--- src/rtl/i2c_slave_core_if.sv ---
// Bus and local-side signals of the I2C target core.
// Handshake: rx_valid_o and tx_req_o are single-cycle strobes with no ready.
// rx_data_o holds its value until the next rx_valid_o. tx_data_i must be
// stable in the cycle before tx_req_o is high; it is captured on the clock
// edge that raises tx_req_o. dbg_state: 0 idle, 1 addr, 2 addr_ack, 3 rx,
// 4 rx_ack, 5 tx, 6 tx_ack.
interface i2c_slave_core_if;
    logic       scl_i;
    logic       sda_i;
    logic       sda_oe_o;
    logic [7:0] rx_data_o;
    logic       rx_valid_o;
    logic [7:0] tx_data_i;
    logic       tx_req_o;
    logic       busy_o;
    logic       rw_o;
    logic [2:0] dbg_state;

    modport slave (
        input  scl_i, sda_i, tx_data_i,
        output sda_oe_o, rx_data_o, rx_valid_o, tx_req_o, busy_o, rw_o, dbg_state
    );

    modport master (
        output scl_i, sda_i, tx_data_i,
        input  sda_oe_o, rx_data_o, rx_valid_o, tx_req_o, busy_o, rw_o, dbg_state
    );
endinterface

--- src/rtl/i2c_slave_core.sv ---
// I2C target: oversampled SCL/SDA, START/STOP detection, 7-bit address match,
// byte receive with strobe and byte transmit from local logic; no stretching.
module i2c_slave_core #(
    parameter logic [6:0] SLAVE_ADDR  = 7'h55,
    parameter int          SYNC_STAGES = 2
) (
    input  logic             i2c_core_clock_i,
    input  logic             core_reset_i,
    i2c_slave_core_if.slave  bus
);
    typedef enum logic [2:0] {
        S_IDLE     = 3'd0,
        S_ADDR     = 3'd1,
        S_ADDR_ACK = 3'd2,
        S_RX       = 3'd3,
        S_RX_ACK   = 3'd4,
        S_TX       = 3'd5,
        S_TX_ACK   = 3'd6
    } state_t;

    state_t state, state_d;

    logic [SYNC_STAGES-1:0] scl_sync, sda_sync;
    logic scl_s, sda_s, scl_q, sda_q;
    logic scl_rise, scl_fall, start_ev, stop_ev;

    logic       sda_oe, sda_oe_d;
    logic [7:0] rx_data, rx_data_d;
    logic       rx_valid, rx_valid_d;
    logic       tx_req, tx_req_d;
    logic       busy, busy_d;
    logic       rw, rw_d;
    logic [7:0] shreg, shreg_d;
    logic [2:0] cnt, cnt_d;
    logic       byte_full, byte_full_d;

    // Idle-high reset of the synchronisers keeps a released bus from looking like an edge.
    always_ff @(posedge i2c_core_clock_i) begin
        if (core_reset_i) begin
            scl_sync <= '1;
            sda_sync <= '1;
            scl_q    <= 1'b1;
            sda_q    <= 1'b1;
        end else begin
            scl_sync <= {scl_sync[SYNC_STAGES-2:0], bus.scl_i};
            sda_sync <= {sda_sync[SYNC_STAGES-2:0], bus.sda_i};
            scl_q    <= scl_s;
            sda_q    <= sda_s;
        end
    end

    assign scl_s    = scl_sync[SYNC_STAGES-1];
    assign sda_s    = sda_sync[SYNC_STAGES-1];
    assign scl_rise = scl_s & ~scl_q;
    assign scl_fall = ~scl_s & scl_q;
    assign start_ev = scl_s & scl_q & sda_q & ~sda_s;
    assign stop_ev  = scl_s & scl_q & ~sda_q & sda_s;

    always_ff @(posedge i2c_core_clock_i) begin
        if (core_reset_i) state <= S_IDLE;
        else              state <= state_d;
    end

    always_comb begin
        state_d = state;
        if (start_ev) begin
            state_d = S_ADDR;
        end else if (stop_ev) begin
            state_d = S_IDLE;
        end else begin
            case (state)
                S_ADDR:     if (scl_fall && byte_full)
                                state_d = (shreg[7:1] == SLAVE_ADDR) ? S_ADDR_ACK : S_IDLE;
                S_ADDR_ACK: if (scl_fall) state_d = rw ? S_TX : S_RX;
                S_RX:       if (scl_fall && byte_full) state_d = S_RX_ACK;
                S_RX_ACK:   if (scl_fall) state_d = S_RX;
                S_TX:       if (scl_fall && cnt == 3'd7) state_d = S_TX_ACK;
                S_TX_ACK: begin
                    if (scl_rise && sda_s) state_d = S_IDLE;
                    else if (scl_fall)     state_d = S_TX;
                end
                default:    state_d = S_IDLE;
            endcase
        end
    end

    // Next values of every registered output and of the byte datapath.
    always_comb begin
        sda_oe_d    = sda_oe;
        rx_data_d   = rx_data;
        rx_valid_d  = 1'b0;
        tx_req_d    = 1'b0;
        busy_d      = busy;
        rw_d        = rw;
        shreg_d     = shreg;
        cnt_d       = cnt;
        byte_full_d = byte_full;
        if (start_ev || stop_ev) begin
            sda_oe_d    = 1'b0;
            busy_d      = 1'b0;
            cnt_d       = 3'd0;
            byte_full_d = 1'b0;
        end else begin
            case (state)
                S_ADDR, S_RX: begin
                    if (scl_rise) begin
                        shreg_d = {shreg[6:0], sda_s};
                        cnt_d   = cnt + 3'd1;
                        if (cnt == 3'd7) byte_full_d = 1'b1;
                    end else if (scl_fall && byte_full) begin
                        byte_full_d = 1'b0;
                        if (state == S_RX) begin
                            rx_data_d  = shreg;
                            rx_valid_d = 1'b1;
                            sda_oe_d   = 1'b1;
                        end else if (shreg[7:1] == SLAVE_ADDR) begin
                            sda_oe_d = 1'b1;
                            rw_d     = shreg[0];
                            busy_d   = 1'b1;
                        end else begin
                            sda_oe_d = 1'b0;
                        end
                    end
                end
                S_RX_ACK: if (scl_fall) begin
                    sda_oe_d = 1'b0;
                    cnt_d    = 3'd0;
                end
                S_TX: if (scl_fall) begin
                    // Bit 7 went out on entry; each fall presents the next bit down.
                    cnt_d    = cnt + 3'd1;
                    sda_oe_d = (cnt == 3'd7) ? 1'b0 : ~shreg[6];
                    shreg_d  = {shreg[6:0], 1'b0};
                end
                default: ;
            endcase
            if ((state == S_ADDR_ACK && scl_fall && !rw) ) begin
                sda_oe_d = 1'b0;
                cnt_d    = 3'd0;
            end
            if (state == S_TX_ACK && scl_rise && sda_s) begin
                sda_oe_d = 1'b0;
                busy_d   = 1'b0;
            end
            if ((state == S_ADDR_ACK && scl_fall && rw) || (state == S_TX_ACK && scl_fall)) begin
                tx_req_d = 1'b1;
                shreg_d  = bus.tx_data_i;
                sda_oe_d = ~bus.tx_data_i[7];
                cnt_d    = 3'd0;
            end
        end
    end

    always_ff @(posedge i2c_core_clock_i) begin
        if (core_reset_i) begin
            sda_oe    <= 1'b0;
            rx_data   <= 8'h00;
            rx_valid  <= 1'b0;
            tx_req    <= 1'b0;
            busy      <= 1'b0;
            rw        <= 1'b0;
            shreg     <= 8'h00;
            cnt       <= 3'd0;
            byte_full <= 1'b0;
        end else begin
            sda_oe    <= sda_oe_d;
            rx_data   <= rx_data_d;
            rx_valid  <= rx_valid_d;
            tx_req    <= tx_req_d;
            busy      <= busy_d;
            rw        <= rw_d;
            shreg     <= shreg_d;
            cnt       <= cnt_d;
            byte_full <= byte_full_d;
        end
    end

    assign bus.sda_oe_o   = sda_oe;
    assign bus.rx_data_o  = rx_data;
    assign bus.rx_valid_o = rx_valid;
    assign bus.tx_req_o   = tx_req;
    assign bus.busy_o     = busy;
    assign bus.rw_o       = rw;
    assign bus.dbg_state  = state;
endmodule

--- src/flat_wrapper.sv ---
// flat-port wrapper written by rule: the top's interface ports become plain ports
module i2c_slave_core_flat 
#(
    parameter logic [6:0] SLAVE_ADDR  = 7'h55,
    parameter int          SYNC_STAGES = 2
)
  (i2c_core_clock_i, core_reset_i, bus_scl_i, bus_sda_i, bus_tx_data_i, bus_sda_oe_o, bus_rx_data_o, bus_rx_valid_o, bus_tx_req_o, bus_busy_o, bus_rw_o, bus_dbg_state);
  i2c_slave_core_if bus_i ();
  input  logic i2c_core_clock_i;
  input  logic core_reset_i;
  input wire logic [$bits(bus_i.scl_i)-1:0] bus_scl_i;
  input wire logic [$bits(bus_i.sda_i)-1:0] bus_sda_i;
  input wire logic [$bits(bus_i.tx_data_i)-1:0] bus_tx_data_i;
  output wire logic [$bits(bus_i.sda_oe_o)-1:0] bus_sda_oe_o;
  output wire logic [$bits(bus_i.rx_data_o)-1:0] bus_rx_data_o;
  output wire logic [$bits(bus_i.rx_valid_o)-1:0] bus_rx_valid_o;
  output wire logic [$bits(bus_i.tx_req_o)-1:0] bus_tx_req_o;
  output wire logic [$bits(bus_i.busy_o)-1:0] bus_busy_o;
  output wire logic [$bits(bus_i.rw_o)-1:0] bus_rw_o;
  output wire logic [$bits(bus_i.dbg_state)-1:0] bus_dbg_state;
  assign bus_i.scl_i = bus_scl_i;
  assign bus_i.sda_i = bus_sda_i;
  assign bus_i.tx_data_i = bus_tx_data_i;
  assign bus_sda_oe_o = bus_i.sda_oe_o;
  assign bus_rx_data_o = bus_i.rx_data_o;
  assign bus_rx_valid_o = bus_i.rx_valid_o;
  assign bus_tx_req_o = bus_i.tx_req_o;
  assign bus_busy_o = bus_i.busy_o;
  assign bus_rw_o = bus_i.rw_o;
  assign bus_dbg_state = bus_i.dbg_state;
  i2c_slave_core #(.SLAVE_ADDR(SLAVE_ADDR), .SYNC_STAGES(SYNC_STAGES)) u_core (.i2c_core_clock_i(i2c_core_clock_i), .core_reset_i(core_reset_i), .bus(bus_i));
endmodule
--- config.mk ---
export PLATFORM = sky130hd
export DESIGN_NAME = i2c_slave_core_flat
export DESIGN_NICKNAME = d
export VERILOG_FILES = /design/src/rtl/i2c_slave_core_if.sv /design/src/rtl/i2c_slave_core.sv /design/src/flat_wrapper.sv
export SDC_FILE = /design/constraint.sdc
export NUM_CORES = 1
export LEC_CHECK = 0
export ABC_AREA = 1
export ABC_CLOCK_PERIOD_IN_PS = 4300
export CORE_MARGIN = 1.5
export CORE_UTILIZATION = 50
export DETAILED_ROUTE_END_ITERATION = 10
export PLACE_DENSITY = 0.81
export SLEW_MARGIN = 20
export SYNTH_ARGS = -nofsm -noshare
export SYNTH_HDL_FRONTEND = slang
export SYNTH_SLANG_ARGS = --single-unit
--- constraint.sdc ---
create_clock -name i2c_core_clock_i -period 4.3 [get_ports i2c_core_clock_i]
set_input_delay 0.43 -clock i2c_core_clock_i [delete_from_list [all_inputs] [get_ports i2c_core_clock_i]]
set_output_delay 0.43 -clock i2c_core_clock_i [all_outputs]
set_load 0.005 [all_outputs]
## Word level (Yosys, flattened, before mapping)

Index checks and enable logic that the tools add are counted.

| word-level totals | value |
|---|---|
| register bits after elaboration | 34 |
| latch bits | 0 |
| RAM bits | 0 |
| bits in read-only memories | 0 |
| bits of input ports | 12 |
| output and inout bits | 16 |
| word-level logic and storage cells | 130 |
| memories kept | 0 |

| cells by class | value |
|---|---|
| add/sub/neg operators | 1 |
| multipliers | 0 |
| div/mod/pow operators | 0 |
| magnitude comparators | 0 |
| equal/unequal tests | 29 |
| shifts and indexed selects | 0 |
| multiplexer cells | 36 |
| bitwise logic cells | 18 |
| reductions and logical operators | 31 |

Operators by type and width:

| kind | count |
|---|---|
| $mux 3 | 11 |
| $mux 8 | 3 |
| $ne 4x1->1 const B | 5 |
| $ne 5x1->1 const B | 4 |
| $pmux 3 s6 | 1 |
| $reduce_and 6->1 | 3 |
| $mux 1 | 17 |
| $pmux 8 s2 | 1 |
| $reduce_and 5->1 | 3 |
| $ne 2x1->1 const B | 7 |
| $eq 3x3->1 const B | 4 |
| $not 1->1 | 11 |
| $logic_and 1x1->1 | 9 |
| $ne 3x1->1 const B | 3 |
| $pmux 3 s3 | 1 |
| $reduce_and 4->1 | 2 |
| $and 1x1->1 | 7 |
| $eq 7x7->1 const B | 1 |
| $eq 3x2->1 const B | 2 |
| $reduce_bool 3->1 | 2 |
| $reduce_bool 6->1 | 1 |
| $reduce_or 3->1 | 2 |
| $ne 5x5->1 const B | 1 |
| $reduce_or 5->1 | 1 |
| other kinds (11) | 13 |

## Longest topological paths before layout

| depth | value |
|---|---|
| depth in word-level cells | 9 |
| mapped depth | 10 |
| gate-level depth less buffers | 10 |

## Worst setup path after synthesis

No wires, ideal clock.

| timing | value |
|---|---|
| path kind | register to register |
| start | reg u_core.state[2] (netlist: u_core.bus.dbg_state[2]) |
| end | reg u_core.shreg[7] |
| setup time | 114 ps |
| arrival time | 1281 ps |
| required time | 4186 ps |
| setup slack | 2905 ps |
| cell stages (with the launch flop) | 9 |
| buffers on the path | 1 |
| clock period less this slack | 1395 ps |
| cell sequence | dfxtp_1 > nand2_4 > nor2_8 > inv_4 > nand3_2 > nand3_4 > buf_6 > a21oi_1 > nor2_1 |

| between the ends | value |
|---|---|
| cells in the longest elaborated chain, start to end | 6 |
| elaborated cells between the ends (all ways) | 16 |
| those cells by class | eq/ne: 7; mux: 2; reduce/logical: 7 |

Ends and longest elaborated chain:

| item | RTL line | source |
|---|---|---|
| start, declared | i2c_slave_core.sv:21 | `state_t state, state_d;` |
| start signal, assigned | i2c_slave_core.sv:61 | `else state <= state_d;` |
| $eq 3x2->1 | i2c_slave_core.sv:145 | `if ((state == S_ADDR_ACK && scl_fall && rw) \|\| (state == S_TX_ACK && scl_fall)) begin` |
| $logic_and 1x1->1 (2 in series) | i2c_slave_core.sv:145 |  |
| $logic_or 1x1->1 | i2c_slave_core.sv:145 |  |
| $ne 3x1->1 (no source line) or $reduce_bool 3->1 (tied branches) | -- |  |
| $reduce_and 4->1 (no source line) | -- |  |
| end signal, assigned | i2c_slave_core.sv:172 | `shreg <= shreg_d;` |
| end, declared | i2c_slave_core.sv:33 | `logic [7:0] shreg, shreg_d;` |

Several ways; a longest one is shown, not always the timed one.
A chain may end at the register's enable or synchronous reset.

## Worst setup path after layout

| timing | value |
|---|---|
| start | reg u_core.state[2] (netlist: u_core.bus.dbg_state[2]) |
| end | out bus_dbg_state[2] |

RTL lines:

| item | RTL line | source |
|---|---|---|
| end, declared | flat_wrapper.sv:20 | `output wire logic [$bits(bus_i.dbg_state)-1:0] bus_dbg_state;` |

No word-level cell between the ends.

==> impl_results.md <==
- Ranking of synthesized cells by area: dfxtp_1, nand2_1, nor2_1, a21oi_1, o21ai_0
- Period Utilization, post-route: 0.4497
- Crit. End Element: primary output
- Cells after Synth: 238
- Port bufs: 27
- First DRT Iteration DRCs: 76
- Vias in the first global route: 1292
- Final HPWL from detailed placement: 2.484 mm
- Hold Buf Count CTS: 0
- Final TNS setup: 0 ns
- Final worst slack: 2.366 ns
- Die Wd: 60.91 um
- Clk_lat worst skew: 0.34 ns
- Initial antenna violation count: 0
- Register area share after synthesis: 0.4060
- Final worst path period need: 1.934 ns
- Fmax: 0.5172 GHz
- Synth cell types: 29
- FP Rows: 20
- Dominant cell type by area after synthesis: dfxtp_1
- Max clock buf depth: 2
- Buf/Inv on CP: 1
- Final Hold Viols: 0
- Vias: 1538
- WP data required: 3.87 ns
- Post-DRT Antenna Nets: 0
- CP max FO: 8
- Pwr/cell area: 473.4 mW/mm^2
- Final Max Slew Viols: 0
- Max cap viols: 0
- Flops & latches, synth: 34
- Diodes inserted: 0
- Peak supply drop: 251.1 uV
- Wirelength per Cell: 10.76 um
- Slew headroom: 0.6512
- Final hold slack: 0.4145 ns
- Slew @ Worst Pin: 0.5226 ns
- Final Power: 960.7 uW
- Routed vias/inst: 4.929
- DP Area: 0.001969 sq mm
- Outcome: finished clean
- TritonCTS clock tree: built
- Mapped Area: 0.001677 sq mm
- Global route overflow: 0
- Die footprint: 0.003709 sq mm
- Pin count of the biggest net entering global routing: 21
- Most frequent cells in the layout: nand2_1, dfxtp_1, nor2_1, clkdlybuf4s50_1, inv_1
- CP max stage cell: dfxtp_1
- First-pass GRT wire length: 5.637 mm
- Initial Utilization: 0.5360
- WP data arrival: 1.50 ns
- Kind of critical path: reg2out
- Number of iterations in the first detailed-routing pass: 4
- RSZ-0062 raised after global routing: false
- GP Congestion: 0.9218
- # DRC: 0
- Design area: 0.002029 sq mm
- Worst Hold Class: reg2reg
- P&R area growth vs syn: 21.04%
- Num ports: 28
- Place WS: 2.553 ns
- Setup bufs post-CTS: 0
- Net total in the final layout: 281
- Top-area cell type share of the netlist area: 0.4060
- Commonest non-fill, non-tap cell in the layout: nand2_1
- Die Y: 60.91 um
- CTS sink cnt: 34
- Static Leak: 0.0009435 uW
- Gr usage total: 0.2085
- Root buffer cell: clkbuf_4
- Share of cells above drive strength 1: 0.1194
- Critical Path Max Stage Delay: 0.59 ns
- Worst setup SP type: flip-flop
- Synth warnings: 0
- Average cell area after synthesis: 7.045 sq um
- H-tree levels: 2
- Delay-heaviest family, CP: flip-flops
- CTS buffer count: 5
- Core Footprint: 0.003128 sq mm
- Syn_nets: 252
- Post-CTS sizing: 0
- Crit path cell chain: clkdlybuf4s50_1
- Final wirelength: 3.357 mm
- Clock slew at reported path FFs: 0.09 ns
- Setup Viol. Count Final: 0
- Clk_skew: 0.005912 ns
==> stage by stage <==
| step | std cells | utilization |
|---|---|---|
| after floorplan | 238 | - |
| after global placement | 304 | 0.6296 |
| after detailed placement | 304 | 0.6296 |
| after CTS | 312 | 0.6488 |
| after global routing | 312 | 0.6488 |
| final | 312 | 0.6488 |
==> synthesized netlist by cell type, drive strengths merged <==
master	number
a211oi	1
a21oi	19
buf	5
dfxtp	34
ha	2
inv	29
nand2	61
nand3	17
nand4	3
nor2	33
nor3	4
o211ai	1
o21a	1
o21ai	21
o31ai	1
or2	6
==> sequential cells by signal (all words and copies together) (netlist names) <==
register / cells
u_core.cnt: 3
u_core.sda_q: 1
u_core.bus.tx_req_o: 1
u_core.bus.rx_valid_o: 1
u_core.bus.rx_data_o: 8
u_core.byte_full: 1
u_core.shreg: 8
u_core.bus.dbg_state: 3
u_core.bus.sda_oe_o: 1
u_core.scl_sync: 2
u_core.bus.busy_o: 1
u_core.scl_q: 1
u_core.sda_sync: 2
u_core.bus.rw_o: 1
==> layer usage <==
layer	wire, um	part of all wire	global-route usage	up-vias
met5	0	0	0	-
met3	163	0.049	0.07036	9
met2	1441	0.43	0.2965	42
li1	-	-	-	825
met1	1658	0.49	0.2865	662
met4	92	0.027	0.09317	0
==> cells by family (layout without fill, tap and decap cells) <==
kind of cell             count (synthesis)  in the layout  synth area share
AND/OR/NAND/NOR                        124            124            0.3448
buffers and inverters                   34             64           0.08582
adder cells (fa/ha/maj)                  2              2           0.01492
AO/OA/AOI/OAI                           44             44            0.1485
flip-flops                              34             34            0.4060
==> path summary, 6_finish.rpt <==
check	startpoint	end	slack (ns)	cells past startpoint
max	u_core.bus.dbg_state[2]$_SDFFE_PP0P_	bus_dbg_state[2]	2.37	1
min	u_core.scl_sync[0]$_SDFF_PP1_	u_core.scl_sync[1]$_SDFF_PP1_	0.41	1
max reg2reg	u_core.bus.dbg_state[2]$_SDFFE_PP0P_	u_core.bus.rx_data_o[0]$_SDFFE_PP0P_	2.69	5
min reg2reg	u_core.scl_sync[0]$_SDFF_PP1_	u_core.scl_sync[1]$_SDFF_PP1_	0.41	1
==> area by class of cell <==
cell class                      count  area (sq um)
Clock buffer                        7         55.05
Clock inverter                      1         5.005
Fill cell                         288          1099
Inverter                           29         111.4
Multi-Input combinational cell    170         852.1
Sequential cell                    34         680.7
Tap cell                           44         55.05
Timing Repair Buffer               27         270.3
==> where the power goes <==
group          total (uW)  switching, uW  internal (uW)
clock network         179           99.9           79.1
registers             400           40.1            360
logic                 382            236            146
total                 961            376            585
Note: power is estimated with default switching activity, not from simulation.
